`src/rtl/slice_cmd_gen_if.sv`:
```
// -----------------------------------------------------------------------------
// slice_cmd_gen_if
//
// Bundles every non-clock/reset signal of slice_cmd_gen:
//   op_*     : slice descriptor handshake from the host (valid/ready)
//   cmd_*    : command strobe and fields toward the slice engine
//   eng_*    : slice engine status (busy level, done pulse)
//   busy/done/error/err_code : generator status back to the host
//
// Modports:
//   slave  : the generator's view (slice_cmd_gen)
//   master : the surrounding system's view (host + engine)
// -----------------------------------------------------------------------------
interface slice_cmd_gen_if;

  // Descriptor handshake
  logic        op_valid;
  logic        op_ready;
  logic [15:0] op_src_base;
  logic [15:0] op_dst_base;
  logic [15:0] op_dim0;
  logic [15:0] op_dim1;
  logic [15:0] op_dim2;
  logic [15:0] op_dim3;
  logic [15:0] op_start;
  logic [15:0] op_end;
  logic [1:0]  op_elem_shift;

  // Engine command
  logic        cmd_valid;
  logic [15:0] cmd_src_base;
  logic [15:0] cmd_dst_base;
  logic [15:0] cmd_src_row_len;
  logic [15:0] cmd_dst_row_len;
  logic [15:0] cmd_start_offset;
  logic [15:0] cmd_num_rows;

  // Engine status
  logic        eng_busy;
  logic        eng_done;

  // Generator status
  logic        busy;
  logic        done;
  logic        error;
  logic [1:0]  err_code;

  modport slave (
    input  op_valid, op_src_base, op_dst_base,
           op_dim0, op_dim1, op_dim2, op_dim3,
           op_start, op_end, op_elem_shift,
           eng_busy, eng_done,
    output op_ready,
           cmd_valid, cmd_src_base, cmd_dst_base,
           cmd_src_row_len, cmd_dst_row_len, cmd_start_offset, cmd_num_rows,
           busy, done, error, err_code
  );

  modport master (
    output op_valid, op_src_base, op_dst_base,
           op_dim0, op_dim1, op_dim2, op_dim3,
           op_start, op_end, op_elem_shift,
           eng_busy, eng_done,
    input  op_ready,
           cmd_valid, cmd_src_base, cmd_dst_base,
           cmd_src_row_len, cmd_dst_row_len, cmd_start_offset, cmd_num_rows,
           busy, done, error, err_code
  );

endinterface

```
`src/rtl/slice_cmd_gen.sv`:
```
// -----------------------------------------------------------------------------
// slice_cmd_gen
//
// Turns a 4-D slice descriptor (dims in elements, slice [start,end) on the
// innermost dim) into a single byte-oriented command for the slice engine.
// The descriptor is validated first (zero dims, bad range, arithmetic or SRAM
// span overflow); a rejected op completes immediately with an error code and
// never reaches the engine.
//
// Ports:
//   clk, rst : single clock, synchronous active-high reset
//   bus      : slice_cmd_gen_if.slave
//     op_*      descriptor in (valid/ready, accepted only while idle)
//     cmd_*     command out to the engine, fields held from ISSUE to WAIT,
//               zero while idle
//     eng_busy  engine busy level (holds the command back)
//     eng_done  engine completion pulse (only observed while waiting)
//     busy      high whenever an op is in flight
//     done      one-cycle completion pulse, success or error
//     error, err_code  result of the last op, held until the next accept
//                      (0 ok, 1 bad range, 2 zero dim, 3 overflow)
//
// Parameter:
//   SRAM0_AW : SRAM0 address width; source and destination spans must end at
//              or below 2**SRAM0_AW bytes.
//
// Timeline of a successful op accepted in cycle T:
//   T+1 MUL1, T+2 MUL2, T+3 CHECK, T+4 ISSUE (cmd_valid if engine idle),
//   then WAIT until eng_done, then one FIN cycle with done=1.
// -----------------------------------------------------------------------------
module slice_cmd_gen #(
  parameter int SRAM0_AW = 16
) (
  input  logic          clk,
  input  logic          rst,
  slice_cmd_gen_if.slave bus
);

  localparam logic [1:0] ERR_OK    = 2'd0;
  localparam logic [1:0] ERR_RANGE = 2'd1;
  localparam logic [1:0] ERR_ZERO  = 2'd2;
  localparam logic [1:0] ERR_OVF   = 2'd3;

  // First byte address past the end of SRAM0.
  localparam logic [32:0] SPAN_LIMIT = 33'd1 << SRAM0_AW;

  typedef enum logic [2:0] {
    IDLE,
    MUL1,
    MUL2,
    CHECK,
    ISSUE,
    WAIT,
    FIN
  } state_t;

  state_t state_q;
  state_t state_d;

  // Element count scaled to bytes; kept 18 bits wide so a shift that
  // escapes the 16-bit command field is visible in bits [17:16].
  function automatic logic [17:0] scale_len(input logic [15:0] elems,
                                            input logic [1:0]  shift);
    return {2'b00, elems} << shift;
  endfunction

  function automatic logic len_ovf(input logic [17:0] len);
    return |len[17:16];
  endfunction

  // base + rows*row_len, wide enough that nothing wraps before comparing
  // against SPAN_LIMIT.
  function automatic logic [32:0] span_end(input logic [15:0] base,
                                           input logic [15:0] rows,
                                           input logic [15:0] row_len);
    logic [31:0] span;
    span = {16'd0, rows} * {16'd0, row_len};
    return {17'd0, base} + {1'b0, span};
  endfunction

  // Descriptor registers
  logic [15:0] src_base_p0;
  logic [15:0] dst_base_p0;
  logic [15:0] dim0_p0;
  logic [15:0] dim1_p0;
  logic [15:0] dim2_p0;
  logic [15:0] dim3_p0;
  logic [15:0] start_p0;
  logic [15:0] end_p0;
  logic [1:0]  shift_p0;

  // Row-count products
  logic [31:0] prod_p1;
  logic [31:0] rows_prod;
  logic [15:0] rows_p2;
  logic        ovf_rows_p2;

  // Check-stage combinational results
  logic [15:0] range_len;
  logic [17:0] src_len_w;
  logic [17:0] dst_len_w;
  logic [17:0] start_off_w;
  logic [32:0] src_end;
  logic [32:0] dst_end;
  logic        zero_dim;
  logic        bad_range;
  logic        any_ovf;

  // Registered command and status
  logic [15:0] cmd_src_base_q;
  logic [15:0] cmd_dst_base_q;
  logic [15:0] cmd_src_row_len_q;
  logic [15:0] cmd_dst_row_len_q;
  logic [15:0] cmd_start_offset_q;
  logic [15:0] cmd_num_rows_q;
  logic        error_q;
  logic [1:0]  err_code_q;

  logic        accept;

  assign accept = bus.op_valid && (state_q == IDLE);

  // ---------------------------------------------------------------------------
  // p0: descriptor capture (only on accept; ignored while busy)
  // ---------------------------------------------------------------------------
  always_ff @(posedge clk) begin
    if (accept) begin
      src_base_p0 <= bus.op_src_base;
      dst_base_p0 <= bus.op_dst_base;
      dim0_p0     <= bus.op_dim0;
      dim1_p0     <= bus.op_dim1;
      dim2_p0     <= bus.op_dim2;
      dim3_p0     <= bus.op_dim3;
      start_p0    <= bus.op_start;
      end_p0      <= bus.op_end;
      shift_p0    <= bus.op_elem_shift;
    end
  end

  // ---------------------------------------------------------------------------
  // p1: dim0*dim1 (MUL1)
  // ---------------------------------------------------------------------------
  always_ff @(posedge clk) begin
    if (state_q == MUL1) begin
      prod_p1 <= {16'd0, dim0_p0} * {16'd0, dim1_p0};
    end
  end

  // ---------------------------------------------------------------------------
  // p2: rows = p1[15:0]*dim2 (MUL2); any upper bits mean rows does not fit
  // ---------------------------------------------------------------------------
  assign rows_prod = {16'd0, prod_p1[15:0]} * {16'd0, dim2_p0};

  always_ff @(posedge clk) begin
    if (state_q == MUL2) begin
      rows_p2     <= rows_prod[15:0];
      ovf_rows_p2 <= (|prod_p1[31:16]) | (|rows_prod[31:16]);
    end
  end

  // ---------------------------------------------------------------------------
  // CHECK: byte lengths, spans and error classification
  // ---------------------------------------------------------------------------
  // range_len wraps when end<start, but that case is already a range error
  // and takes precedence over any overflow it would produce.
  assign range_len   = end_p0 - start_p0;
  assign src_len_w   = scale_len(dim3_p0, shift_p0);
  assign dst_len_w   = scale_len(range_len, shift_p0);
  assign start_off_w = scale_len(start_p0, shift_p0);

  assign src_end = span_end(src_base_p0, rows_p2, src_len_w[15:0]);
  assign dst_end = span_end(dst_base_p0, rows_p2, dst_len_w[15:0]);

  assign zero_dim  = (dim0_p0 == 16'd0) || (dim1_p0 == 16'd0) ||
                     (dim2_p0 == 16'd0) || (dim3_p0 == 16'd0);
  assign bad_range = (end_p0 <= start_p0) || (end_p0 > dim3_p0);
  assign any_ovf   = ovf_rows_p2 || len_ovf(src_len_w) || len_ovf(dst_len_w) ||
                     len_ovf(start_off_w) ||
                     (src_end > SPAN_LIMIT) || (dst_end > SPAN_LIMIT);

  // ---------------------------------------------------------------------------
  // FSM state register
  // ---------------------------------------------------------------------------
  always_ff @(posedge clk) begin
    if (rst) begin
      state_q <= IDLE;
    end else begin
      state_q <= state_d;
    end
  end

  // ---------------------------------------------------------------------------
  // FSM next state and handshake/status outputs
  // ---------------------------------------------------------------------------
  always_comb begin
    state_d       = state_q;
    bus.op_ready  = 1'b0;
    bus.busy      = 1'b1;
    bus.cmd_valid = 1'b0;
    bus.done      = 1'b0;

    case (state_q)
      IDLE: begin
        bus.op_ready = 1'b1;
        bus.busy     = 1'b0;
        if (bus.op_valid) begin
          state_d = MUL1;
        end
      end
      MUL1:  state_d = MUL2;
      MUL2:  state_d = CHECK;
      CHECK: begin
        if (zero_dim || bad_range || any_ovf) begin
          state_d = FIN;
        end else begin
          state_d = ISSUE;
        end
      end
      ISSUE: begin
        // Hold the strobe back while the engine is still busy.
        if (!bus.eng_busy) begin
          bus.cmd_valid = 1'b1;
          state_d       = WAIT;
        end
      end
      WAIT: begin
        if (bus.eng_done) begin
          state_d = FIN;
        end
      end
      FIN: begin
        bus.done = 1'b1;
        state_d  = IDLE;
      end
      default: state_d = IDLE;
    endcase
  end

  // ---------------------------------------------------------------------------
  // Command fields and result status
  // ---------------------------------------------------------------------------
  always_ff @(posedge clk) begin
    if (rst) begin
      cmd_src_base_q     <= 16'd0;
      cmd_dst_base_q     <= 16'd0;
      cmd_src_row_len_q  <= 16'd0;
      cmd_dst_row_len_q  <= 16'd0;
      cmd_start_offset_q <= 16'd0;
      cmd_num_rows_q     <= 16'd0;
      error_q            <= 1'b0;
      err_code_q         <= ERR_OK;
    end else begin
      case (state_q)
        IDLE: begin
          if (bus.op_valid) begin
            error_q    <= 1'b0;
            err_code_q <= ERR_OK;
          end
        end
        CHECK: begin
          if (zero_dim) begin
            error_q    <= 1'b1;
            err_code_q <= ERR_ZERO;
          end else if (bad_range) begin
            error_q    <= 1'b1;
            err_code_q <= ERR_RANGE;
          end else if (any_ovf) begin
            error_q    <= 1'b1;
            err_code_q <= ERR_OVF;
          end else begin
            cmd_src_base_q     <= src_base_p0;
            cmd_dst_base_q     <= dst_base_p0;
            cmd_src_row_len_q  <= src_len_w[15:0];
            cmd_dst_row_len_q  <= dst_len_w[15:0];
            cmd_start_offset_q <= start_off_w[15:0];
            cmd_num_rows_q     <= rows_p2;
          end
        end
        WAIT: begin
          if (bus.eng_done) begin
            error_q    <= 1'b0;
            err_code_q <= ERR_OK;
          end
        end
        FIN: begin
          // Leaving for IDLE: command fields read as zero while idle.
          cmd_src_base_q     <= 16'd0;
          cmd_dst_base_q     <= 16'd0;
          cmd_src_row_len_q  <= 16'd0;
          cmd_dst_row_len_q  <= 16'd0;
          cmd_start_offset_q <= 16'd0;
          cmd_num_rows_q     <= 16'd0;
        end
        default: ;
      endcase
    end
  end

  assign bus.cmd_src_base     = cmd_src_base_q;
  assign bus.cmd_dst_base     = cmd_dst_base_q;
  assign bus.cmd_src_row_len  = cmd_src_row_len_q;
  assign bus.cmd_dst_row_len  = cmd_dst_row_len_q;
  assign bus.cmd_start_offset = cmd_start_offset_q;
  assign bus.cmd_num_rows     = cmd_num_rows_q;
  assign bus.error            = error_q;
  assign bus.err_code         = err_code_q;

endmodule

```
`src/flat_wrapper.sv`:
```
// flat-port wrapper written by rule: the top's interface ports become plain ports
module slice_cmd_gen_flat 
#(
  parameter int SRAM0_AW = 16
)
  (clk, rst, bus_op_valid, bus_op_src_base, bus_op_dst_base, bus_op_dim0, bus_op_dim1, bus_op_dim2, bus_op_dim3, bus_op_start, bus_op_end, bus_op_elem_shift, bus_eng_busy, bus_eng_done, bus_op_ready, bus_cmd_valid, bus_cmd_src_base, bus_cmd_dst_base, bus_cmd_src_row_len, bus_cmd_dst_row_len, bus_cmd_start_offset, bus_cmd_num_rows, bus_busy, bus_done, bus_error, bus_err_code);
  slice_cmd_gen_if bus_i ();
  input  logic clk;
  input  logic rst;
  input wire logic [$bits(bus_i.op_valid)-1:0] bus_op_valid;
  input wire logic [$bits(bus_i.op_src_base)-1:0] bus_op_src_base;
  input wire logic [$bits(bus_i.op_dst_base)-1:0] bus_op_dst_base;
  input wire logic [$bits(bus_i.op_dim0)-1:0] bus_op_dim0;
  input wire logic [$bits(bus_i.op_dim1)-1:0] bus_op_dim1;
  input wire logic [$bits(bus_i.op_dim2)-1:0] bus_op_dim2;
  input wire logic [$bits(bus_i.op_dim3)-1:0] bus_op_dim3;
  input wire logic [$bits(bus_i.op_start)-1:0] bus_op_start;
  input wire logic [$bits(bus_i.op_end)-1:0] bus_op_end;
  input wire logic [$bits(bus_i.op_elem_shift)-1:0] bus_op_elem_shift;
  input wire logic [$bits(bus_i.eng_busy)-1:0] bus_eng_busy;
  input wire logic [$bits(bus_i.eng_done)-1:0] bus_eng_done;
  output wire logic [$bits(bus_i.op_ready)-1:0] bus_op_ready;
  output wire logic [$bits(bus_i.cmd_valid)-1:0] bus_cmd_valid;
  output wire logic [$bits(bus_i.cmd_src_base)-1:0] bus_cmd_src_base;
  output wire logic [$bits(bus_i.cmd_dst_base)-1:0] bus_cmd_dst_base;
  output wire logic [$bits(bus_i.cmd_src_row_len)-1:0] bus_cmd_src_row_len;
  output wire logic [$bits(bus_i.cmd_dst_row_len)-1:0] bus_cmd_dst_row_len;
  output wire logic [$bits(bus_i.cmd_start_offset)-1:0] bus_cmd_start_offset;
  output wire logic [$bits(bus_i.cmd_num_rows)-1:0] bus_cmd_num_rows;
  output wire logic [$bits(bus_i.busy)-1:0] bus_busy;
  output wire logic [$bits(bus_i.done)-1:0] bus_done;
  output wire logic [$bits(bus_i.error)-1:0] bus_error;
  output wire logic [$bits(bus_i.err_code)-1:0] bus_err_code;
  assign bus_i.op_valid = bus_op_valid;
  assign bus_i.op_src_base = bus_op_src_base;
  assign bus_i.op_dst_base = bus_op_dst_base;
  assign bus_i.op_dim0 = bus_op_dim0;
  assign bus_i.op_dim1 = bus_op_dim1;
  assign bus_i.op_dim2 = bus_op_dim2;
  assign bus_i.op_dim3 = bus_op_dim3;
  assign bus_i.op_start = bus_op_start;
  assign bus_i.op_end = bus_op_end;
  assign bus_i.op_elem_shift = bus_op_elem_shift;
  assign bus_i.eng_busy = bus_eng_busy;
  assign bus_i.eng_done = bus_eng_done;
  assign bus_op_ready = bus_i.op_ready;
  assign bus_cmd_valid = bus_i.cmd_valid;
  assign bus_cmd_src_base = bus_i.cmd_src_base;
  assign bus_cmd_dst_base = bus_i.cmd_dst_base;
  assign bus_cmd_src_row_len = bus_i.cmd_src_row_len;
  assign bus_cmd_dst_row_len = bus_i.cmd_dst_row_len;
  assign bus_cmd_start_offset = bus_i.cmd_start_offset;
  assign bus_cmd_num_rows = bus_i.cmd_num_rows;
  assign bus_busy = bus_i.busy;
  assign bus_done = bus_i.done;
  assign bus_error = bus_i.error;
  assign bus_err_code = bus_i.err_code;
  slice_cmd_gen #(.SRAM0_AW(SRAM0_AW)) u_core (.clk(clk), .rst(rst), .bus(bus_i));
endmodule
```
`config.mk`:
```
export PLATFORM = sky130hd
export DESIGN_NAME = slice_cmd_gen_flat
export DESIGN_NICKNAME = d
export VERILOG_FILES = /design/src/rtl/slice_cmd_gen_if.sv /design/src/rtl/slice_cmd_gen.sv /design/src/flat_wrapper.sv
export SDC_FILE = /design/constraint.sdc
export NUM_CORES = 2
export LEC_CHECK = 0
export BUFFER_PORTS_ARGS = -buffer_cell sky130_fd_sc_hd__buf_2
export CAP_MARGIN = 0
export CORE_UTILIZATION = 62
export DETAILED_ROUTE_END_ITERATION = 8
export GPL_ROUTABILITY_DRIVEN = 0
export PLACE_DENSITY = 0.82
export RECOVER_POWER = 50
export SLEW_MARGIN = 20
export SYNTH_ARGS = -nofsm -noshare
export SYNTH_HDL_FRONTEND = slang
export SYNTH_SLANG_ARGS = --single-unit
export TNS_END_PERCENT = 5
```
`constraint.sdc`:
```
create_clock -name clk -period 11.05 [get_ports clk]
set_clock_uncertainty 0.15 [all_clocks]
set_input_delay 1.105 -clock clk [delete_from_list [all_inputs] [get_ports clk]]
set_output_delay 1.105 -clock clk [all_outputs]
set_load 0.01 [all_outputs]
```
# Word level (Yosys, flattened, before mapping)
# Index checks and enable logic that the tools add are counted.
[word_totals]
latchBits = 0
ff_bits = 281
rom_bits = 0
n_memories = 0
input_bits = 135
word_cells = 122
mem_bits_rw = 0
out_inout_bits = 103
[op_classes]
bitwise_logic = 1
mul = 4
addsub = 3
n_reduce_logical = 27
n_lt_le_gt_ge = 4
eq_ne = 13
muxes = 46
n_div = 0
shifts = 3
[op_table]
columns = ["op", "count"]
rows = [
  ["two-way mux 16 bit", 18],
  ["case mux 16 bit (2 select lines)", 6],
  ["multiplier 16 x 16 -> 32 bit", 4],
  ["adder 16 x 32 -> 33 bit", 2],
  ["> comparator 33 x 17 -> 1 bit, second input constant", 2],
  ["zero test 16 bit", 4],
  ["left shift 16 x 2 -> 18 bit", 3],
  ["OR reduction 16 bit", 2],
  ["case mux 3 bit (6 select lines)", 1],
  ["> comparator 16 bit", 1],
  ["less-or-equal comparator 16 bit", 1],
  ["subtractor 16 bit", 1],
  ["two-way mux 2 bit", 6],
  ["inequality test 2 bit, second input constant", 6],
  ["logical OR 1 bit", 11],
  ["two-way mux 1 bit", 10],
  ["equality test 3 bit, second input constant", 3],
  ["two-way mux 3 bit", 3],
  ["AND reduction 4 bit", 2],
  ["equality test 3 x 2 -> 1 bit, second input constant", 2],
  ["case mux 2 bit (3 select lines)", 1],
  ["OR reduction 2 bit", 3],
  ["inequality test 4 x 1 -> 1 bit, second input constant", 1],
  ["equality test 3 x 1 -> 1 bit, second input constant", 1],
  ["7 further kinds", 7],
]

# Logic depth before layout (Yosys ltp)
[logic_depth]
ltp_word = 11
ltp_mapped = 41
ltp_nobuf = 36

# Worst setup path before layout
# OpenSTA, ideal clock, no wires.
[synth_timing]
kind = "register to register"
from = "register u_core.end_p0[2]"
to = "register u_core.cmd_start_offset_q[10], in the netlist u_core.bus.cmd_start_offset[10]"
path_slack_ns = 1.726
path_stages_with_launch = 40
setup_time_ns = 0.132
period_less_slack_ns = 9.324
path_buffers = 5
t_arrival_ns = 9.041
cell_sequence = "edfxtp_1 > ha_1 > nor2b_1 > o31a_1 > o21ai_0 > nand2b_1 > a21o_1 > a21oi_1 > xnor2_1 > mux2i_1 > mux2i_1 > clkbuf_1 > nand2_1 > fa_1 > inv_1 > fa_1 > inv_1 > fa_1 > (+4 left out) > fa_1 > inv_1 > ha_1 > buf_2 > nand3_1 > nor2_1 > a21oi_1 > a21bo_1 > a41oi_1 > o311ai_1 > o41ai_1 > or4b_4 > or4_4 > buf_6 > clkbuf_1 > clkbuf_1 > o21ai_0 > a21oi_1"
[synth_between]
elab_chain_cells = 9
[synth_lines]
columns = ["item", "line_no", "text"]
rows = [
  ["start, declared", "slice_cmd_gen.sv:89", "logic [15:0] end_p0;"],
  ["start signal, assigned", "slice_cmd_gen.sv:135", "end_p0 <= bus.op_end;"],
  ["branches (longest 8 deep; another with adder 16 x 32 -> 33 bit)", "-", ""],
  ["AND reduction 4 bit (no source line) *", "-", ""],
  ["end signal, assigned", "slice_cmd_gen.sv:275", "cmd_start_offset_q <= start_off_w[15:0];"],
  ["end, declared", "slice_cmd_gen.sv:114", "logic [15:0] cmd_start_offset_q;"],
]
# Mark *: on every way between the ends.
# A chain may end at the register's enable or synchronous reset.

# Final worst setup path
[layout_timing]
from = "register u_core.end_p0[2]"
to = "register u_core.cmd_src_base_q[6], in the netlist u_core.bus.cmd_src_base[6]"
[layout_between]
elab_chain_cells = 9
[layout_lines]
columns = ["item", "line_no", "text"]
rows = [
  ["branches (longest 8 deep; another with adder 16 x 32 -> 33 bit)", "-", ""],
  ["AND reduction 4 bit (no source line) *", "-", ""],
  ["end signal, assigned", "slice_cmd_gen.sv:271", "cmd_src_base_q <= src_base_p0;"],
  ["end, declared", "slice_cmd_gen.sv:110", "logic [15:0] cmd_src_base_q;"],
]
# Marked as above.

==> metrics.md <==
| Metric | Value |
|---|---|
| Rows | roughly 100 |
| H-tree levels | 2 |
| Vias per inst | 5.94 |
| Synth warn | 0 |
| Nets | between 6000 and 7000 |
| WP data arrival | about 11000 ps |
| HPWL after DPL | a little under 100 mm |
| Final standard cell area without fillers | a little over 0.05 mm^2 |
| Violated checks | capacitance limit, slew limit |
| Remaining antenna violation count | 0 |
| Period utilization | 0.947 |
| Worst R2R End | u_core.bus.cmd_src_base[6] |
| Port bufs | 237 |
| Dpl cell area | between 0.05 and 0.06 mm^2 |
| CP Data Required Time | 11290 ps |
| FF-to-FF Start | u_core.end_p0[2] |
| Critical path launch point | u_core.end_p0[2] |
| Initial antenna violation count | 2 |
| Vias | approximately 38000 |
| Die height | approximately 280 um |
| R2R cell count | 34 |
| Clock transition at path regs | roughly 60 ps |
| Post-Syn Instances | roughly 5300 |
| Clk sinks | ~280 |
| DRC viols | 0 |
| Cell variety after synth | 90 |
| Synth Flop Type | edfxtp_1 |
| Worst Setup Path Type | flop to flop |
| Synthesis-to-finish area growth | 6.23% |
| Avg Cell Area, Syn | between 9 and 10 um^2 |
| Delay of the slowest critical-path stage | 680 ps |
| Worst slew pin tran | around 1800 ps |
| TritonCTS clock tree | yes |
| CTS root buffer | clkbuf_16 |
| All-Layer GR Usage | 0.340 |
| Number of synthesized flops with an enable pin | roughly 180 |
| MaxCap Viol Count | 1 |
| Register area | roughly 0.0074 mm^2 |
| Hold Fails Final Rpt | 0 |
| Sum of buffers and inverters on the critical path | 5 |
| Worst hold stages | 2 |
| Vias in the first global route | about 40000 |
| Most used cell, CP | fa_1 |
| Fraction of layout cells with a size suffix above 1 | 0.0505 |
| DRT iter0 DRCs | around 3700 |
| Core area | roughly 0.076 mm^2 |
| Status | complete, but fails checks |
| Final worst-path setup slack | 587 ps |
| HP Class | flop to flop |
| WP depth | 34 |
| Post-Syn Area | 0.0481 mm^2 |
| Drt wl/cell | 20.3 um |
| Setup slack, reg-to-reg | between 500 and 600 ps |
| Worst-Skew Late Latency | about 600 ps |
| Finish-stage setup viols | 0 |
| Worst slew margin | -0.209 |
| Die width | 281 um |
| Overall overflow remaining after global route | 0 |
| Largest net degree at the start of global routing | between 90 and 100 |
| Slowest CP cell | or4_4 |
| Starting Density | 0.630 |
| Top delay family on crit path | adder cells |
| Synthesized Nets | 6700 |
| Seq/Total Area, Yosys | 0.154 |
| Critical path capture point | u_core.bus.cmd_src_base[6] |
| Pre-CTS setup slack | 333 ps |
| Most common cell after layout, fill and taps aside | inv_1 |
| Most frequent cells in the layout | 1089 x inv_1, 811 x fa_1, 664 x nand2_1 |
| Fin crit period | 10460 ps |
| Slew Viols, Final | 33 |
| Fill cells | 6028 |
| Pre-antenna DRT Iters | 6 |
| Boundary Pins | 238 |
| Clk buf depth | 3 |
| Num CTS Buffers | 35 |
| Critical path capture point type | flop |
| Synth async-reset ratio | 0 |
| Footprint of the multi-input gates | between 0.03 and 0.04 mm^2 |
| First-pass GRT wire length | about 210 mm |
| DRT Wirelength | 131 mm |
| Startpoint types | flop |
| Yosys reg bits | around 280 |
| Crit-path max FO | 30 |
| Die area | around 0.08 mm^2 |
| FMAX | between 90 and 100 MHz |
| Cts hold-fix bufs | 0 |
## state kept, by name (all words and copies together) (netlist names), 2 cells and up
signal and flops:
u_core.bus.cmd_dst_row_len 16, u_core.dim0_p0 16, u_core.dim3_p0 16, u_core.bus.cmd_start_offset 16
u_core.dim1_p0 16, u_core.bus.cmd_src_base 16, u_core.prod_p1 32, u_core.rows_p2 16
u_core.start_p0 16, u_core.bus.err_code 2, u_core.end_p0 16, u_core.bus.cmd_dst_base 16
u_core.state_q 3, u_core.bus.cmd_num_rows 16, u_core.src_base_p0 16, u_core.dst_base_p0 16
u_core.dim2_p0 16, u_core.bus.cmd_src_row_len 16, u_core.shift_p0 2
## stage by stage
stage                     setup TNS, ps  utilization  hold WS (ps)  cells
after floorplan                       0            -           329   5293
final                                 0        0.669           329   6435
after CTS                             0        0.671           325   6427
after global routing              -9.17        0.669           347   6434
after detailed placement              0        0.656           316   6363
after global placement                0        0.656           288   6363
## worst min path at each step
stage | to | start | slack [ps]
after floorplan | u_core.bus.cmd_start_offset[0] | u_core.bus.cmd_start_offset[0] | 330
after global placement | u_core.bus.error | u_core.bus.error | 290
after detailed placement | u_core.bus.cmd_src_row_len[13] | u_core.bus.cmd_src_row_len[13] | 320
after CTS | u_core.bus.cmd_src_base[5] | u_core.bus.cmd_src_base[5] | 320
after global routing | u_core.bus.cmd_num_rows[12] | u_core.bus.cmd_num_rows[12] | 350
final | u_core.bus.cmd_src_base[5] | u_core.bus.cmd_src_base[5] | 330
## worst min-delay path, stage by stage (launching register included)
cell	delay [ps]
dfxtp_1	310
o21ai_0	70
a21oi_1	60
## routing by layer
layer  wire length, um  vias up  global-route usage
met5                13        -                   0
met4              7150        2               0.161
met3             14500      479              0.0640
met2             62200     2229               0.566
met1             46800    18700               0.428
li1                  -    16800                   -
## cell type report
type	count	area share
Clock inverter	18	0.00291
Sequential cell	281	0.145
Inverter	1090	0.0801
Tap cell	1030	0.0252
Antenna cell	1	0.0000490
Multi-Input combinational cell	3665	0.698
Timing Repair Buffer	304	0.0300
Clock buffer	46	0.0185
## synth_stat cells, types with 30 or more instances
cell      instances  area, um^2
inv_1          1089        4090
nand3_1         126         631
xnor2_1          59         517
dfxtp_1         102        2040
nor3_1           42         210
nand4_1          37         231
nor2_1          123         462
ha_1            461        5770
and2_1          465        2910
o21ai_0         166         831
nor4_1           30         188
mux2i_1          34         340
a21o_1           39         293
edfxtp_1        179        5380
clkbuf_1        230         863
nand2_1         664        2490
fa_1            811       16200
a21oi_1         232        1160
## what timing repair did
item | 4_1_cts | 5_1_grt
setup buffers | 0 | 5
setup endpoints to repair | 0 | 99
gates resized for setup | 0 | 5
## logic make-up after synthesis
| logic type | Yosys count | synth area share |
|---|---|---|
| buffers and inverters | 1349 | 0.106 |
| adders and majority gates | 1272 | 0.458 |
| muxes | 62 | 0.0193 |
| DFF | 281 | 0.154 |
| xor gates and xnor gates | 88 | 0.0160 |
| AOI/OAI and AO/OA | 635 | 0.0811 |
| and+or+nand+nor | 1606 | 0.166 |
Power is left out: the tool's default activity adds up to more than one toggle a clock period on the data nets, which glitch-free logic cannot reach.
